`config.mk`:
```
export PLATFORM = sky130hd
export DESIGN_NAME = mem_arbiter
export DESIGN_NICKNAME = d
export VERILOG_FILES = /design/src/rtl/arb_types_pkg.sv /design/src/rtl/cpu_types_pkg.sv /design/src/rtl/arb_txn_timer.sv /design/src/rtl/mem_arbiter.sv
export SDC_FILE = /design/constraint.sdc
export NUM_CORES = 1
export LEC_CHECK = 0
export CORE_ASPECT_RATIO = 0.75
export CORE_MARGIN = 5
export CORE_UTILIZATION = 41
export CTS_CLUSTER_SIZE = 12
export DETAILED_ROUTE_END_ITERATION = 12
export GPL_TIMING_DRIVEN = 0
export PLACE_DENSITY = 0.81
export SKIP_LAST_GASP = 1
export SYNTH_ARGS = -nofsm -noshare
export SYNTH_HDL_FRONTEND = slang
export SYNTH_SLANG_ARGS = --single-unit
```
`constraint.sdc`:
```
create_clock -name CLK -period 2.3 [get_ports CLK]
set_clock_uncertainty 0.15 [all_clocks]
set_input_delay 0.23 -clock CLK [delete_from_list [all_inputs] [get_ports CLK]]
set_output_delay 0.23 -clock CLK [all_outputs]
set_load 0.02 [all_outputs]
```
`src/rtl/arb_types_pkg.sv`:
```
// Memory arbiter FSM state encoding.
package arb_types_pkg;

    typedef enum logic [1:0] {
        IDLE   = 2'd0,
        DREQ   = 2'd1,
        IREQ   = 2'd2,
        HALTED = 2'd3
    } arbstate_t;

endpackage

```
`src/rtl/cpu_types_pkg.sv`:
```
// Shared CPU-level types: machine word and RAM handshake state.
package cpu_types_pkg;

    localparam int unsigned WORD_W = 32;

    typedef logic [WORD_W-1:0] word_t;

    typedef enum logic [1:0] {
        FREE   = 2'd0,
        BUSY   = 2'd1,
        ACCESS = 2'd2,
        ERROR  = 2'd3
    } ramstate_t;

endpackage

```
`src/rtl/arb_txn_timer.sv`:
```
// Per-transaction BUSY and ERROR counters; raises abort_c on the response
// that reaches TIMEOUT busy cycles or MAX_RETRY error responses.
module arb_txn_timer
    import cpu_types_pkg::*;
#(
    parameter int unsigned TIMEOUT   = 255,
    parameter int unsigned MAX_RETRY = 3,
    parameter int unsigned CNT_W     = 8
) (
    input  logic      clk_i,
    input  logic      rst_i,
    input  logic      active_i,
    input  ramstate_t ramstate_i,
    output logic      abort_c
);

    logic [CNT_W-1:0] busy_cnt_q, busy_cnt_d;
    logic [CNT_W-1:0] retry_cnt_q, retry_cnt_d;

    always_ff @(posedge clk_i) begin
        if (rst_i) begin
            busy_cnt_q  <= '0;
            retry_cnt_q <= '0;
        end else begin
            busy_cnt_q  <= busy_cnt_d;
            retry_cnt_q <= retry_cnt_d;
        end
    end

    // A reissue after ERROR restarts the consecutive-busy window.
    always_comb begin
        busy_cnt_d  = busy_cnt_q;
        retry_cnt_d = retry_cnt_q;
        abort_c     = 1'b0;
        if (active_i) begin
            case (ramstate_i)
                BUSY: begin
                    busy_cnt_d = busy_cnt_q + CNT_W'(1);
                    abort_c    = (busy_cnt_q == CNT_W'(TIMEOUT - 1));
                end
                ERROR: begin
                    retry_cnt_d = retry_cnt_q + CNT_W'(1);
                    busy_cnt_d  = '0;
                    abort_c     = (retry_cnt_q == CNT_W'(MAX_RETRY - 1));
                end
                ACCESS: begin
                    busy_cnt_d  = '0;
                    retry_cnt_d = '0;
                end
                default: ;
            endcase
        end else begin
            busy_cnt_d  = '0;
            retry_cnt_d = '0;
        end
        if (abort_c) begin
            busy_cnt_d  = '0;
            retry_cnt_d = '0;
        end
    end

endmodule

```
`src/rtl/mem_arbiter.sv`:
```
// Single-port RAM arbiter between instruction fetch and data access, with
// fetch/data alternation, error retry, busy timeout and terminal halt.
module mem_arbiter
    import cpu_types_pkg::*;
    import arb_types_pkg::*;
#(
    parameter int unsigned TIMEOUT   = 255,
    parameter int unsigned MAX_RETRY = 3,
    parameter int unsigned CNT_W     = 8
) (
    input  logic      CLK,
    input  logic      RST,
    input  logic      iREN,
    input  word_t     iaddr,
    output logic      ihit,
    output word_t     iload,
    input  logic      dREN,
    input  logic      dWEN,
    input  word_t     daddr,
    input  word_t     dstore,
    output logic      dhit,
    output word_t     dload,
    input  logic      halt,
    output logic      ramREN,
    output logic      ramWEN,
    output word_t     ramaddr,
    output word_t     ramstore,
    input  word_t     ramload,
    input  ramstate_t ramstate,
    output logic      bus_err,
    output logic      halted
);

    arbstate_t state_q, state_d;
    logic      last_d_q, last_d_d;
    logic      halt_seen_q, halt_seen_d;
    logic      ramren_q, ramren_d;
    logic      ramwen_q, ramwen_d;
    word_t     ramaddr_q, ramaddr_d;
    word_t     ramstore_q, ramstore_d;
    logic      ihit_q, ihit_d;
    logic      dhit_q, dhit_d;
    word_t     iload_q, iload_d;
    word_t     dload_q, dload_d;
    logic      bus_err_q, bus_err_d;
    logic      halted_q, halted_d;
    logic      dreq, ireq, done;
    word_t     done_load;
    logic      abort_c;

    arb_txn_timer #(
        .TIMEOUT   (TIMEOUT),
        .MAX_RETRY (MAX_RETRY),
        .CNT_W     (CNT_W)
    ) u_timer (
        .clk_i      (CLK),
        .rst_i      (RST),
        .active_i   ((state_q == DREQ) || (state_q == IREQ)),
        .ramstate_i (ramstate),
        .abort_c    (abort_c)
    );

    always_ff @(posedge CLK) begin
        if (RST) begin
            state_q     <= IDLE;
            last_d_q    <= 1'b0;
            halt_seen_q <= 1'b0;
            ramren_q    <= 1'b0;
            ramwen_q    <= 1'b0;
            ramaddr_q   <= '0;
            ramstore_q  <= '0;
            ihit_q      <= 1'b0;
            dhit_q      <= 1'b0;
            iload_q     <= '0;
            dload_q     <= '0;
            bus_err_q   <= 1'b0;
            halted_q    <= 1'b0;
        end else begin
            state_q     <= state_d;
            last_d_q    <= last_d_d;
            halt_seen_q <= halt_seen_d;
            ramren_q    <= ramren_d;
            ramwen_q    <= ramwen_d;
            ramaddr_q   <= ramaddr_d;
            ramstore_q  <= ramstore_d;
            ihit_q      <= ihit_d;
            dhit_q      <= dhit_d;
            iload_q     <= iload_d;
            dload_q     <= dload_d;
            bus_err_q   <= bus_err_d;
            halted_q    <= halted_d;
        end
    end

    // The RAM-side registers double as the transaction register: they load
    // only on a grant, so requester inputs are ignored while a request is open.
    always_comb begin
        state_d     = state_q;
        last_d_d    = last_d_q;
        halt_seen_d = halt_seen_q | halt;
        ramren_d    = ramren_q;
        ramwen_d    = ramwen_q;
        ramaddr_d   = ramaddr_q;
        ramstore_d  = ramstore_q;
        ihit_d      = 1'b0;
        dhit_d      = 1'b0;
        iload_d     = iload_q;
        dload_d     = dload_q;
        bus_err_d   = bus_err_q;
        dreq        = (dREN | dWEN) & ~dhit_q;
        ireq        = iREN & ~ihit_q & ~halt_seen_d;
        done        = (ramstate == ACCESS) | abort_c;
        done_load   = abort_c ? '0 : ramload;

        case (state_q)
            IDLE: begin
                if (dreq && (!ireq || !last_d_q)) begin
                    state_d    = DREQ;
                    last_d_d   = 1'b1;
                    ramaddr_d  = daddr;
                    ramstore_d = dstore;
                    ramren_d   = ~dWEN;
                    ramwen_d   = dWEN;
                end else if (ireq) begin
                    state_d   = IREQ;
                    last_d_d  = 1'b0;
                    ramaddr_d = iaddr;
                    ramren_d  = 1'b1;
                    ramwen_d  = 1'b0;
                end else if (halt_seen_d) begin
                    state_d = HALTED;
                end
            end
            DREQ, IREQ: begin
                if (done) begin
                    state_d  = IDLE;
                    ramren_d = 1'b0;
                    ramwen_d = 1'b0;
                    if (state_q == DREQ) begin
                        dhit_d  = 1'b1;
                        dload_d = done_load;
                    end else begin
                        ihit_d  = 1'b1;
                        iload_d = done_load;
                    end
                    if (abort_c) begin
                        bus_err_d = 1'b1;
                    end
                end
            end
            HALTED: begin
                ramren_d = 1'b0;
                ramwen_d = 1'b0;
            end
            default: begin
                state_d = IDLE;
            end
        endcase

        halted_d = (state_d == HALTED);
    end

    assign ihit     = ihit_q;
    assign iload    = iload_q;
    assign dhit     = dhit_q;
    assign dload    = dload_q;
    assign ramREN   = ramren_q;
    assign ramWEN   = ramwen_q;
    assign ramaddr  = ramaddr_q;
    assign ramstore = ramstore_q;
    assign bus_err  = bus_err_q;
    assign halted   = halted_q;

endmodule
```
==> impl_metrics.tcl <==
set metrics [dict create \
    status "finished clean" \
    hpwl_um 14100 \
    initial_core_util 0.4176 \
    clock_tree.root_cell "clkbuf_16" \
    die-area_um2 16390 \
    wl_met1_um 7525 \
    period_minus_slack_ns 2.163 \
    hold_violations 0 \
    syn_avg_cell_area_um2 9.303 \
    yosysWarnings 0 \
    ys_types 41 \
    maxCapViolations 0 \
    globalplace.congestion 0.8863 \
    final_max_slew_viol_count 0 \
    fin_nets 1052 \
    required_ns 2.48 \
    drt_iter0_markers 203 \
    drive_above_1_share 0.09436 \
    crit_arrival_ns 2.34 \
    coreArea_um2 13660 \
    port_buffers 268 \
    regToRegSetupSlack_ns 0.14 \
    yosysSeqAreaShare 0.5406 \
    vias 5599 \
    ys_ff_latch 154 \
    finalWirelength_um 18600 \
    row_count 37 \
    vdd_drop_max_uv 533.8 \
    cts_buffer_depth 2 \
    clk_pin_slew_ns 0.07 \
    drcViolationCount 0 \
    clk_latency_ns 0.41 \
    ioPinCount 270 \
    antenna_found_initial 0 \
    gr-total-overflow 0 \
    yosys.area.top_type "dfxtp_1" \
    netlist_instances 613 \
    die_y_um 112.1 \
    crit_path_end_kind "register" \
    cts_tree "built" \
    reg2reg_depth 7 \
    area_growth_pct 64.85 \
    fillers 1072 \
    wl_met2_um 9079 \
    grt_max_degree 17 \
    cts.htree.levels 4 \
    cts_sinks 154 \
    min-delay-path-class "in -> reg" \
    worst_slack_ns 0.1375 \
    max_freq_mhz 462.4 \
    whs_ns 0.2135 \
    regToRegEndpoint "ramWEN" \
    met3WireLength_um 1759 \
    critPathMaxFanout 6 \
    grt_pass1_wl_um 28640 \
    grt_pass1_vias 5398 \
    p_total_mw 7.335 \
    synth_top_flop_cell "dfxtp_1" \
    worstMarginPinSlew_ns 0.5203 \
    dp_slack_ns -0.3132 \
    synth_top_area_share 0.5406 \
    wl_per_cell_um 16.96 \
    startpoint "u_timer.retry_cnt_q[0]" \
    fin_setup_tns_ns 0 \
    diodes 0 \
    fin_crit_sh 0.9402 \
    start_kind "register" \
    antenna_left 0 \
    synth_edf_count 0 \
    powerDensity_nw_per_um2 780.2 \
    die_x_um 146.2 \
    async_flop_share 0 \
    viasPerCell 5.104 \
    synth_nets 756 \
    drt-pass1-iter-count 7 \
    worstSetupPathType "reg -> reg" \
    cts_made_buffers 17 \
    timing.rr.start "u_timer.retry_cnt_q[0]" \
    highest_layer "met4" \
    synth_area_leaders "dfxtp_1 54%, a22o_1 9.8%, nand2_1 9.5%" \
    hold_depth 3 \
    synth_area_um2 5703 \
    grt_use_total 0.2156 \
    setup_viol 0 \
    slew_headroom 0.6531 \
    cp-endpoint "ramWEN" \
    p_leak_nw 3.632 \
]
==> kinds of logic (layout without fill, tap and decap cells) <==
logic type,Yosys count,after routing,synth area share
buffers and inverters,49,358,0.03861
adders and majority gates,7,7,0.01536
DFF,154,154,0.5406
AOI/OAI and AO/OA,155,155,0.2058
and+or+nand+nor,237,237,0.1828
xor gates and xnor gates,11,11,0.01689
==> cells in the mapped netlist (2+ instances only) <==
cell and count:
xor2_1 9, dfxtp_1 154, a311oi_1 32, nand2b_1 2, a22o_1 64, a211oi_1 2, buf_2 26, nand3_1 5
nand4_1 6, clkbuf_1 15, ha_1 7, nor3_1 4, a31oi_1 2, inv_1 7, nor2b_1 3, xnor2_1 2
a21oi_1 43, nand4_2 2, or3_1 2, and3_1 2, nor3_2 2, o21ai_0 6, nand2_1 144, nor2_1 55
==> layout make-up <==
cell class	count	area, um2	share of cell area
tap	175	219.0	0.02329
timing repair buffer	277	2765	0.2941
clock buffer	18	439.2	0.04671
sequential	154	3085	0.3282
clock inverter	14	153.9	0.01637
buffer	42	227.7	0.02422
inverter	7	26.28	0.002795
multi-input combinational	410	2485	0.2643
==> what timing repair did <==
action,4_1_cts,5_1_grt
pin swaps,2,5
setup buffers,2,6
resized for setup,13,17
hold endpoints to repair,2,0
hold buffers,1,0
setup endpoints to repair,60,92
==> worst max-delay path, cell delays in order (launching register included) <==
cell	delay, ns
dfxtp_1	0.35
inv_1	0.07
ha_1	0.15
nor4b_4	0.24
nand4_4	0.18
and4_4	0.23
or4b_1	0.54
a21oi_1	0.17
==> placed cells by master, fill, tap and decap left out, types with 3 or more instances in the layout <==
cell             synthesis  layout
nor3_1                   4       4
xor2_1                   9       9
clkdlybuf4s50_1          0     268
nand4_1                  6       6
inv_8                    0       3
nor2_1                  55      54
inv_6                    0       5
dfxtp_1                154     152
clkbuf_1                15      13
ha_1                     7       6
inv_1                    7       7
buf_6                    0       3
a311oi_1                32      32
a22o_1                  64      64
nand3_1                  5       3
buf_4                    1      11
nand2_1                144     144
o21ai_0                  6       6
nor2b_1                  3       3
buf_2                   26      18
clkbuf_16                0      17
a21oi_1                 43      43
==> flip-flops by register name, indices dropped and copies added, names as in the netlist, 2 cells and up <==
name and flops:
u_timer.busy_cnt_q 8, u_timer.retry_cnt_q 8, ramaddr 32, state_q 2, iload 32, ramstore 32
dload 32
==> stage by stage <==
| stage | instance area, um2 | cells | utilization |
|---|---|---|---|
| CTS | 9274 | 1091 | 0.6791 |
| finish | 9402 | 1097 | 0.6884 |
| floorplan | 5703 | 613 | - |
| global route | 9402 | 1097 | 0.6884 |
| global placement | 8605 | 1056 | 0.6301 |
| detailed placement | 8605 | 1056 | 0.6301 |
==> power breakdown <==
part / total [mW] / leakage, nW / switching, mW / internal [mW]
clock: 2.78 / 0.291 / 1.21 / 1.57
sequential: 2.97 / 1.26 / 0.106 / 2.86
combinational: 1.58 / 2.08 / 0.819 / 0.765
total: 7.34 / 3.63 / 2.14 / 5.20
==> worst min path at each step <==
stage | end | slack [ns] | start
floorplan | dload[10] | 0.21 | ramload[10]
global placement | ramstore[17] | 0.29 | ramstore[17]
detailed placement | ramstore[0] | 0.30 | ramstore[0]
CTS | ramstore[25] | 0.20 | dstore[25]
global route | ramstore[29] | 0.20 | dstore[29]
finish | ramstore[25] | 0.21 | dstore[25]
==> metal layers <==
layer  global-route usage  up-vias
met5                    0        -
met4              0.05451        0
met3              0.08959       17
met1               0.2521     2621
li1                     -     2755
met2               0.3690      206
Note: power is estimated with default switching activity, not from simulation.
